===== src/rtl/spi_pkg.sv =====
// Shared types and sizing helpers for the SPI mode-0 master shift engine.
package spi_pkg;

  typedef enum logic [1:0] {
    IDLE,
    LEAD,
    SHIFT
  } spi_state_t;

  localparam int unsigned SPI_MIN_WIDTH = 2;

  // Counter must represent WIDTH itself, since the final fall is taken at bit_cnt == WIDTH.
  function automatic int unsigned cnt_width(input int unsigned width);
    return $clog2(width + 1);
  endfunction

endpackage


===== src/rtl/spi_tx_engine_edge_detect.sv =====
// Rise/fall detector for a signal already synchronous to clk.
module edge_detect (
  input  logic clk,
  input  logic reset,
  input  logic sig,
  output logic rise,
  output logic fall
);

  logic prev;

  // History tracks sig unconditionally so re-enabling downstream never sees a stale edge.
  always_ff @(posedge clk or posedge reset) begin
    if (reset) prev <= 1'b0;
    else       prev <= sig;
  end

  assign rise = sig & ~prev;
  assign fall = ~sig & prev;

endmodule


===== src/rtl/spi_tx_engine.sv =====
// Full-duplex SPI mode-0 master; bit timing comes from the sck_src square wave.
module spi_tx_engine #(
  parameter int unsigned WIDTH     = 8,
  parameter bit          MSB_FIRST = 1'b1
) (
  input  logic             clk,
  input  logic             reset,
  input  logic             en,
  input  logic             sck_src,
  input  logic [WIDTH-1:0] tx_data,
  input  logic             tx_valid,
  output logic             tx_ready,
  output logic [WIDTH-1:0] rx_data,
  output logic             done,
  output logic             sck,
  output logic             cs_n,
  output logic             mosi,
  input  logic             miso
);

  import spi_pkg::*;

  localparam int unsigned CW = cnt_width(WIDTH);

  spi_state_t       state;
  logic [WIDTH-1:0] tx_sr;
  logic [WIDTH-1:0] rx_sr;
  logic [CW-1:0]    bit_cnt;
  logic             src_rise;
  logic             src_fall;
  logic             rise_en;
  logic             fall_en;
  logic             first_bit;
  logic             next_bit;
  logic [WIDTH-1:0] tx_shifted;
  logic [WIDTH-1:0] rx_shifted;

  edge_detect u_edge (
    .clk   (clk),
    .reset (reset),
    .sig   (sck_src),
    .rise  (src_rise),
    .fall  (src_fall)
  );

  assign rise_en  = en & src_rise;
  assign fall_en  = en & src_fall;
  assign tx_ready = (state == IDLE);

  assign first_bit  = MSB_FIRST ? tx_data[WIDTH-1] : tx_data[0];
  assign next_bit   = MSB_FIRST ? tx_sr[WIDTH-2]   : tx_sr[1];
  assign tx_shifted = MSB_FIRST ? {tx_sr[WIDTH-2:0], 1'b0} : {1'b0, tx_sr[WIDTH-1:1]};
  assign rx_shifted = MSB_FIRST ? {rx_sr[WIDTH-2:0], miso} : {miso, rx_sr[WIDTH-1:1]};

  always_ff @(posedge clk or posedge reset) begin
    if (reset) begin
      state   <= IDLE;
      tx_sr   <= '0;
      rx_sr   <= '0;
      bit_cnt <= '0;
      rx_data <= '0;
      done    <= 1'b0;
      sck     <= 1'b0;
      cs_n    <= 1'b1;
      mosi    <= 1'b0;
    end else begin
      done <= 1'b0;
      unique case (state)
        IDLE: begin
          if (tx_valid) begin
            tx_sr   <= tx_data;
            rx_sr   <= '0;
            bit_cnt <= '0;
            cs_n    <= 1'b0;
            mosi    <= first_bit;
            state   <= LEAD;
          end
        end

        LEAD: begin
          if (fall_en) state <= SHIFT;
        end

        SHIFT: begin
          // sck follows sck_src one clk late; entry and exit both happen on a fall, so no runt pulse.
          if (en) sck <= sck_src;
          if (rise_en) begin
            rx_sr   <= rx_shifted;
            bit_cnt <= bit_cnt + CW'(1);
          end
          if (fall_en) begin
            if (bit_cnt == CW'(WIDTH)) begin
              state   <= IDLE;
              cs_n    <= 1'b1;
              sck     <= 1'b0;
              mosi    <= 1'b0;
              rx_data <= rx_sr;
              done    <= 1'b1;
            end else begin
              tx_sr <= tx_shifted;
              mosi  <= next_bit;
            end
          end
        end

        default: state <= IDLE;
      endcase
    end
  end

endmodule


===== config.mk =====
export PLATFORM = sky130hd
export DESIGN_NAME = spi_tx_engine
export DESIGN_NICKNAME = d
export VERILOG_FILES = /design/src/rtl/spi_pkg.sv /design/src/rtl/spi_tx_engine_edge_detect.sv /design/src/rtl/spi_tx_engine.sv
export SDC_FILE = /design/constraint.sdc
export NUM_CORES = 1
export LEC_CHECK = 0
export BUFFER_PORTS_ARGS = -buffer_cell sky130_fd_sc_hd__buf_2
export CORE_MARGIN = 4
export CORE_UTILIZATION = 30
export DETAILED_ROUTE_END_ITERATION = 6
export PLACE_DENSITY_LB_ADDON = 0.15
export SYNTH_ARGS = -nofsm -noshare
export SYNTH_HDL_FRONTEND = slang
export SYNTH_SLANG_ARGS = --single-unit
export TNS_END_PERCENT = 30

===== constraint.sdc =====
create_clock -name clk -period 1.9 [get_ports clk]
set_input_delay 0.38 -clock clk [delete_from_list [all_inputs] [get_ports clk]]
set_output_delay 0.38 -clock clk [all_outputs]
set_load 0.05 [all_outputs]

Word level (Yosys, flattened, before mapping)
Index checks and enable logic that the tools add are counted.

Add/subtract/negate cells: 1. Equality and inequality tests: 9. Multiplexer cells: 29. Bitwise logic cells: 6. Reductions and logical operators: 8.

Operators with widths (number): 2-to-1 mux 7 bit (3); 2-to-1 mux 8 bit (2); one-hot mux 8 bit (2 select lines) (1); one-hot mux 7 bit (2 select lines) (1); 2-to-1 mux 1 bit (12); != test 2 bit, second input constant (6); AND reduction 4 bit (3); AND reduction 3 bit (3); 2-to-1 mux 2 bit (4); 2-to-1 mux 4 bit (2); one-hot mux 4 bit (2 select lines) (1); one-hot mux 2 bit (3 select lines) (1); adder 4 x 1 -> 4 bit, second input constant (1); bitwise AND 1 bit (4); == test 4 bit, second input constant (1); one-hot mux 1 bit (2 select lines) (2); == test 2 x 1 -> 1 bit, second input constant (1); == test 2 bit, second input constant (1); logical NOT 2 bit (1); NOT 1 bit (2); nonzero test 2 bit (1).

Flip-flop bits (word level): 34. Bits of input ports: 14. Output and inout port bits: 13. Logic and storage cells: 63.

Depth between registers and ports, before layout
Gate-level depths: netlist of run 1.

Depth after elaboration: 5. Mapped depth: 6. Gate-level depth less buffers: 5.

Cells and area by module
A second synthesis of run 1 with hierarchy kept.

Cell total of the unflattened synthesis: 119. Area, all modules: 1547.7 µm².

By module, submodules not included: spi_tx_engine (times used 1, cells an instance 115, area an instance 1503.9 µm², seq. area each 827.0 µm²); edge_detect (times used 1, cells an instance 4, area an instance 43.8 µm², seq. area each 25.0 µm²).

Worst setup path after synthesis of run 1
Ideal clock, no wire load.

Path type: reg2reg. Start point: register bit_cnt[0]. End point: register tx_sr[1]. Library setup time: 125 ps. Arrival: 1502 ps. Required time: 1775 ps. Path slack: 274 ps. Cell stages (with the launch flop): 6. Path buffers: 0. Clock period less this slack: 1626 ps. Cells stage by stage: dfrtp_1 -> inv_1 -> ha_1 -> and4b_1 -> a211oi_4 -> mux2_2.

Word-level cells in the longest chain between the ends: 3.

Ends and longest elaborated chain: from (decl) (line spi_tx_engine.sv:28) `logic [CW-1:0] bit_cnt;`; from (signal assigned) (line spi_tx_engine.sv:89) `bit_cnt <= bit_cnt + CW'(1);`; == test 4 bit (line spi_tx_engine.sv:92) `if (bit_cnt == CW'(WIDTH)) begin`; != test 2 bit (no line); AND reduction 4 bit (no line); to (signal assigned) (line spi_tx_engine.sv:71) `tx_sr <= tx_data;`; to (signal assigned) (line spi_tx_engine.sv:100) `tx_sr <= tx_shifted;`; to (decl) (line spi_tx_engine.sv:26) `logic [WIDTH-1:0] tx_sr;`.

No other way between the ends. A chain may end at the register's enable or synchronous reset.

Worst setup path in the final report of run 1
Start point: register bit_cnt[0]. End point: register tx_sr[3].

The elaborated chain is that of the path after synthesis.

==> results of run 1 <==
==> power groups by stage <==
stage / Clock (mW) / Combinational (mW) / Sequential, mW
after floorplan: 0 / 0.239 / 0.975
after global placement: 0 / 0.400 / 0.910
after detailed placement: 0 / 0.410 / 0.917
after CTS: 0.567 / 0.411 / 0.903
after global routing: 0.602 / 0.435 / 0.917
final: 0.543 / 0.401 / 0.899
==> placed cells by master (no fill, tap or decap), types with 3 or more instances in the layout <==
cell,netlist,final
buf_2,2,26
buf_4,1,4
clkbuf_8,0,6
dfrtp_1,33,33
inv_1,13,13
mux2_2,22,22
mux2i_1,10,10
nand2_1,11,11
nand3_1,4,4
nand3b_1,3,3
o21ai_0,4,4
==> flip-flops by register name (all words and copies together) (netlist names), 2 cells and up <==
name / flops
state: 2
bit_cnt: 4
rx_data: 8
rx_sr: 8
tx_sr: 7
==> layout make-up <==
cell class | count | area, µm² | share of cell area
inverters | 13 | 48.8 | 0.0257
repair buffers | 31 | 180 | 0.0947
multi-input cells | 75 | 643 | 0.338
flip-flops and latches | 34 | 852 | 0.448
clock buffers | 8 | 90.1 | 0.0474
well taps | 70 | 87.6 | 0.0461
==> cells by family (layout without fill, tap and decap cells) <==
group	count (synthesis)	in the layout	synth area share
buf+inv	18	52	0.0516
mux	32	32	0.221
compound gates	12	12	0.0619
simple gates	29	29	0.110
fa+ha+maj	2	2	0.0159
flops	34	34	0.540
==> stage by stage <==
stage / hold slack [ns] / cells / setup slack [ns]
after floorplan: 0.411 / 127 / 0.274
after global placement: 0.481 / 223 / 0.132
after detailed placement: 0.493 / 223 / 0.101
after CTS: 0.198 / 231 / 0.0890
after global routing: 0.226 / 231 / 0.0167
final: 0.181 / 231 / 0.104
==> routing by layer <==
| metal | vias up | GRT usage | wire [µm] | part of all wire |
|---|---|---|---|---|
| li1 | 496 | - | - | - |
| met1 | 516 | 0.128 | 1400 | 0.46 |
| met2 | 25 | 0.178 | 1430 | 0.47 |
| met3 | 6 | 0.0325 | 153 | 0.050 |
| met4 | 0 | 0.0507 | 48 | 0.016 |
| met5 | - | 0 | 0 | 0 |
==> critical path, cell delays in order, from the launching register on <==
cell,delay (ns)
dfrtp_1,0.37
inv_1,0.08
ha_1,0.22
and4b_1,0.22
a211oi_4,0.41
mux2_2,0.39
==> Yosys cell counts <==
master	instances	area share
nor2b_1	1	0.0040
a2bb2oi_1	1	0.0056
nand3_1	4	0.013
or3b_2	1	0.0056
buf_6	1	0.0071
nor3_1	1	0.0032
o211a_1	1	0.0063
nor3_4	1	0.010
and4b_1	1	0.0063
a32o_1	1	0.0063
o21ai_2	1	0.0056
nand4b_1	2	0.011
buf_4	1	0.0048
nand2b_1	2	0.0079
buf_2	2	0.0063
dfrtp_1	33	0.52
clkbuf_1	1	0.0024
o21ai_0	4	0.013
dfstp_2	1	0.017
ha_1	2	0.016
a21oi_1	1	0.0032
a211oi_4	1	0.013
inv_1	13	0.031
mux2_2	22	0.16
a21o_1	1	0.0048
mux2i_1	10	0.063
and3b_1	1	0.0056
nand3b_1	3	0.014
nand2_1	11	0.026
nor2_1	1	0.0024
a21boi_0	1	0.0048
==> path summary, 6_finish.rpt <==
check | cells past startpoint | end | startpoint | slack [ns]
max in group asynchronous | 3 | cs_n | reset | 1.38
worst max-delay path | 5 | tx_sr[3] | bit_cnt[0] | 0.10
worst min-delay path | 3 | tx_sr[3] | reset | 0.18
worst min register to register | 1 | rx_data[5] | rx_data[5] | 0.51
worst max register to register | 5 | tx_sr[3] | bit_cnt[0] | 0.10
min in group clk | 1 | u_edge.prev | sck_src | 0.28
==> results.tsv, run 1 <==
metric	value	unit
run status	finished clean	
synthesized cell area	1580	µm²
worst hold path type	in2async	
Core Region	5110	µm²
area grow syn2layout	20.6	%
CTS Buf Count	5	
Worst-Margin Slew	0.666	ns
clk_lat worst skew	0.28	ns
Logic pwr share	0.218	
setup repair after global routing missed its margin	no	
hold_buf cts	0	
syn avg cell area	12.4	µm²
P per Cell Area	969	nW/µm²
Routed Wire Length	3.04	mm
drt via density	4.52	
FMAX	0.557	GHz
Final TNS setup	0	ns
critical path class	reg2reg	
clock group share of total power	0.295	
top-level I/O count	27	
Chip Height	80.5	µm
row cnt	26	
die area	6480	µm²
vias	1043	
CP arrival	1.96	ns
post-DR wirelength/cell	13.1	µm
gr ovfl total	0	
Final nets	176	
detailed-route DRC error count	0	
die width	80.5	µm
pin count of the biggest net entering global routing	35	
Synth Register Bits	34	
Leak Pwr	0.895	nW
CTS Buffer Depth	2	
slew margin rel.	0.556	
htree depth	2	
fin crit period	1.80	ns
Placement Cell Area	1810	µm²
Netlist cell types	31	
Mapped Nets	143	
crit path max fanout	7	
max-slew violations	0	
clock slew at reported path FFs	0.07	ns
Pwr Total	1.84	mW
sw power	0.544	mW
Routability Congestion	0.734	
post-CTS setup buffer count	0	
Fin. Hold Viols	0	
CTS Sinks	34	
Initial Util	0.309	
part of the Yosys area used for sequential elements	0.540	
Post-Synthesis Cells	127	
CP Capture Type	register	
Filler Cell Count	527	
Flop pwr share	0.488	
Sw Ratio	0.295	
period utilization	0.945	
Routed Antenna Nets	0	
n_diodes	0	
VDD IR max	393	µV
Port-buffer cells	26	
final core area utilization	0.372	
HPWL Detailed	2.16	mm
cell-internal power	1.30	mW
required time of the critical path	2.07	ns
DRT iter0 DRCs	43	
all-layer global routing usage	0.108	
Worst Skew	0.00269	ns
vias in the first global route	1174	
# Max-Cap Violations	0	
share of cells above drive strength 1	0.398	
# resized after CTS	0	
initial antenna violation count	0	
DRT Pass-1 Iters	4	
critical path launch point type	register	
endpoints failing setup	0	
first-pass GRT wire length	5.30	mm
Clock Root Buffer	clkbuf_8	
CTS tree	yes	
post-route design area	1900	µm²
yosys synthesis warning count	0	
Power figures use the tool's default switching activity.
==> run 2: changes to the inputs <==
==> constraint.sdc (replaced) <==
create_clock -name clk -period 2.1 [get_ports clk]
set_input_delay 0.42 -clock clk [delete_from_list [all_inputs] [get_ports clk]]
set_output_delay 0.42 -clock clk [all_outputs]
set_load 0.05 [all_outputs]
==> results.tsv, run 2 (synthesis gave the netlist of run 1 again) <==
metric	value	unit	change
run status	finished clean		unchanged
period utilization	0.855		was 0.945
CTS Buffer Depth	2		unchanged
Flop pwr share	0.484		was 0.488
Routed Wire Length	2.96	mm	was 3.04 mm
DRT Pass-1 Iters	4		unchanged
# resized after CTS	0		unchanged
endpoints failing setup	0		unchanged
top-level I/O count	27		unchanged
commonest cells after routing, fill and taps aside	dfrtp_1, buf_2, mux2_2, inv_1, nand2_1		unchanged
slew margin rel.	0.537		was 0.556
Worst R2R Setup Slack	0.31	ns	was 0.10 ns
cell-internal power	1.17	mW	was 1.30 mW
vias	1089		was 1043
Final nets	175		was 176
critical path class	reg2reg		unchanged
pin count of the biggest net entering global routing	35		unchanged
Placement Cell Area	1790	µm²	was 1810 µm²
CP Capture Type	register		unchanged
CP max stage delay	0.39	ns	was 0.41 ns
CP delay by family, top	compound AO/OA/AOI/OAI gates		unchanged
Worst Path Buf+Inv	1		unchanged
CP arrival	1.96	ns	about the same
max-slew violations	0		unchanged
Core Region	5110	µm²	unchanged
HPWL Detailed	2.13	mm	was 2.16 mm
share of cells above drive strength 1	0.406		was 0.398
area grow syn2layout	19.7	%	was 20.6%
final setup margin	0.305	ns	was 0.104 ns
Fin. Hold Viols	0		unchanged
area of the multi-input gates	643	µm²	unchanged
vias in the first global route	1057		was 1174
r2r startpoint	bit_cnt[0]		unchanged
critical path launch point type	register		unchanged
post-CTS setup buffer count	0		unchanged
drt via density	4.73		was 4.52
clock group share of total power	0.301		was 0.295
worst hold path type	in2async		unchanged
required time of the critical path	2.27	ns	was 2.07 ns
clock slew at reported path FFs	0.07	ns	about the same
FMAX	0.557	GHz	about the same
clk_lat worst skew	0.28	ns	about the same
Leak Pwr	0.890	nW	was 0.895 nW
Reg area	852	µm²	unchanged
# Max-Cap Violations	0		unchanged
CP cell instances	inv_1, ha_1, and4b_1, a211oi_4, mux2_2		unchanged
Crit Reg-Reg Endpoint	tx_sr[3]		unchanged
crit path max fanout	7		unchanged
final core area utilization	0.369		was 0.372
gr ovfl total	0		unchanged
commonest non-fill, non-tap cell in the layout	dfrtp_1		unchanged
Initial Util	0.309		unchanged
P per Cell Area	889	nW/µm²	was 969 nW/µm²
DRT iter0 DRCs	58		was 43
slowest CP cell	a211oi_4		unchanged
post-route design area	1890	µm²	was 1900 µm²
Filler Cell Count	526		was 527
Largest regs	rx_data: 8 flops, rx_sr: 8 flops, tx_sr: 7 flops		unchanged
CTS Sinks	34		unchanged
CTS tree	yes		unchanged
die area	6480	µm²	unchanged
worst slack, placed	0.310	ns	was 0.101 ns
Final TNS setup	0	ns	unchanged
hold_buf cts	0		unchanged
CP Launch Point	bit_cnt[0]		unchanged
Routed Antenna Nets	0		unchanged
Logic pwr share	0.214		was 0.218
detailed-route DRC error count	0		unchanged
setup repair after global routing missed its margin	no		unchanged
sw power	0.507	mW	was 0.544 mW
htree depth	2		unchanged
Placed Instances	222		was 223
row cnt	26		unchanged
n_diodes	0		unchanged
Chip Height	80.5	µm	unchanged
post-DR wirelength/cell	12.9	µm	was 13.1 µm
CTS Buf Count	5		unchanged
Worst Skew	0.00539	ns	was 0.00269 ns
all-layer global routing usage	0.104		was 0.108
fin crit period	1.79	ns	was 1.80 ns
Port-buffer cells	26		unchanged
die width	80.5	µm	unchanged
Routability Congestion	0.706		was 0.734
Layout Cells excl Fill	230		was 231
Sw Ratio	0.302		was 0.295
Clock Root Buffer	clkbuf_8		unchanged
VDD IR max	435	µV	was 393 µV
first-pass GRT wire length	5.02	mm	was 5.30 mm
Worst Reg-to-Reg Cells	5		unchanged
Worst-Margin Slew	0.694	ns	was 0.666 ns
initial antenna violation count	0		unchanged
-- run 2: changes by cell type in the layout (fill, tap and decap cells not counted), sizes merged --
cell / previous run / this run
clkinv: 0 / 1
clkinvlp: 0 / 1
clkbuf: 8 / 6
buf: 31 / 30
-- run 2: worst max-delay path by stage --
stage / slack, ns / cells after the start / endpoint
2_1_floorplan: 0.47 / 5 / tx_sr[1]
3_5_place_dp: 0.31 / 4 / tx_sr[3]
3_3_place_gp: 0.34 / 4 / tx_sr[2]
5_1_grt: 0.19 / 3 / rx_sr[1]
6_report: 0.31 / 5 / tx_sr[3]
4_1_cts: 0.30 / 5 / tx_sr[3]
-- run 2: worst min-delay path, cell delays in order --
cell	delay [ns]
buf_2	0.09
inv_1	0.04
buf_4	0.38
-- run 2: through the flow --
stage                     hold slack, ns  power [mW]
after floorplan                    0.451        1.10
after global placement             0.487        1.19
after detailed placement           0.494        1.19
after CTS                          0.236        1.71
after global routing               0.264        1.77
final                              0.218        1.68
-- run 2: cell type report --
cell class                      instances  area share
Sequential cell                        34       0.452
Multi-Input combinational cell         75       0.341
Timing Repair Buffer                   30      0.0849
Tap cell                               70      0.0464
Clock buffer                            6      0.0438
Inverter                               13      0.0259
Clock inverter                          2     0.00663
-- run 2: routing by layer --
layer | global-route usage | up-vias | routed length (µm)
met2 | 0.165 | 29 | 1380
met4 | 0.0507 | 0 | 60
met5 | 0 | - | 0
met1 | 0.124 | 551 | 1300
li1 | - | 502 | -
met3 | 0.0381 | 7 | 222
-- run 2: power groups by stage --
stage,clock network [mW],logic [mW],registers (mW)
floorplan,0,0.216,0.882
global placement,0,0.361,0.824
detailed placement,0,0.366,0.829
CTS,0.526,0.366,0.816
global route,0.548,0.392,0.828
finish,0.505,0.359,0.812
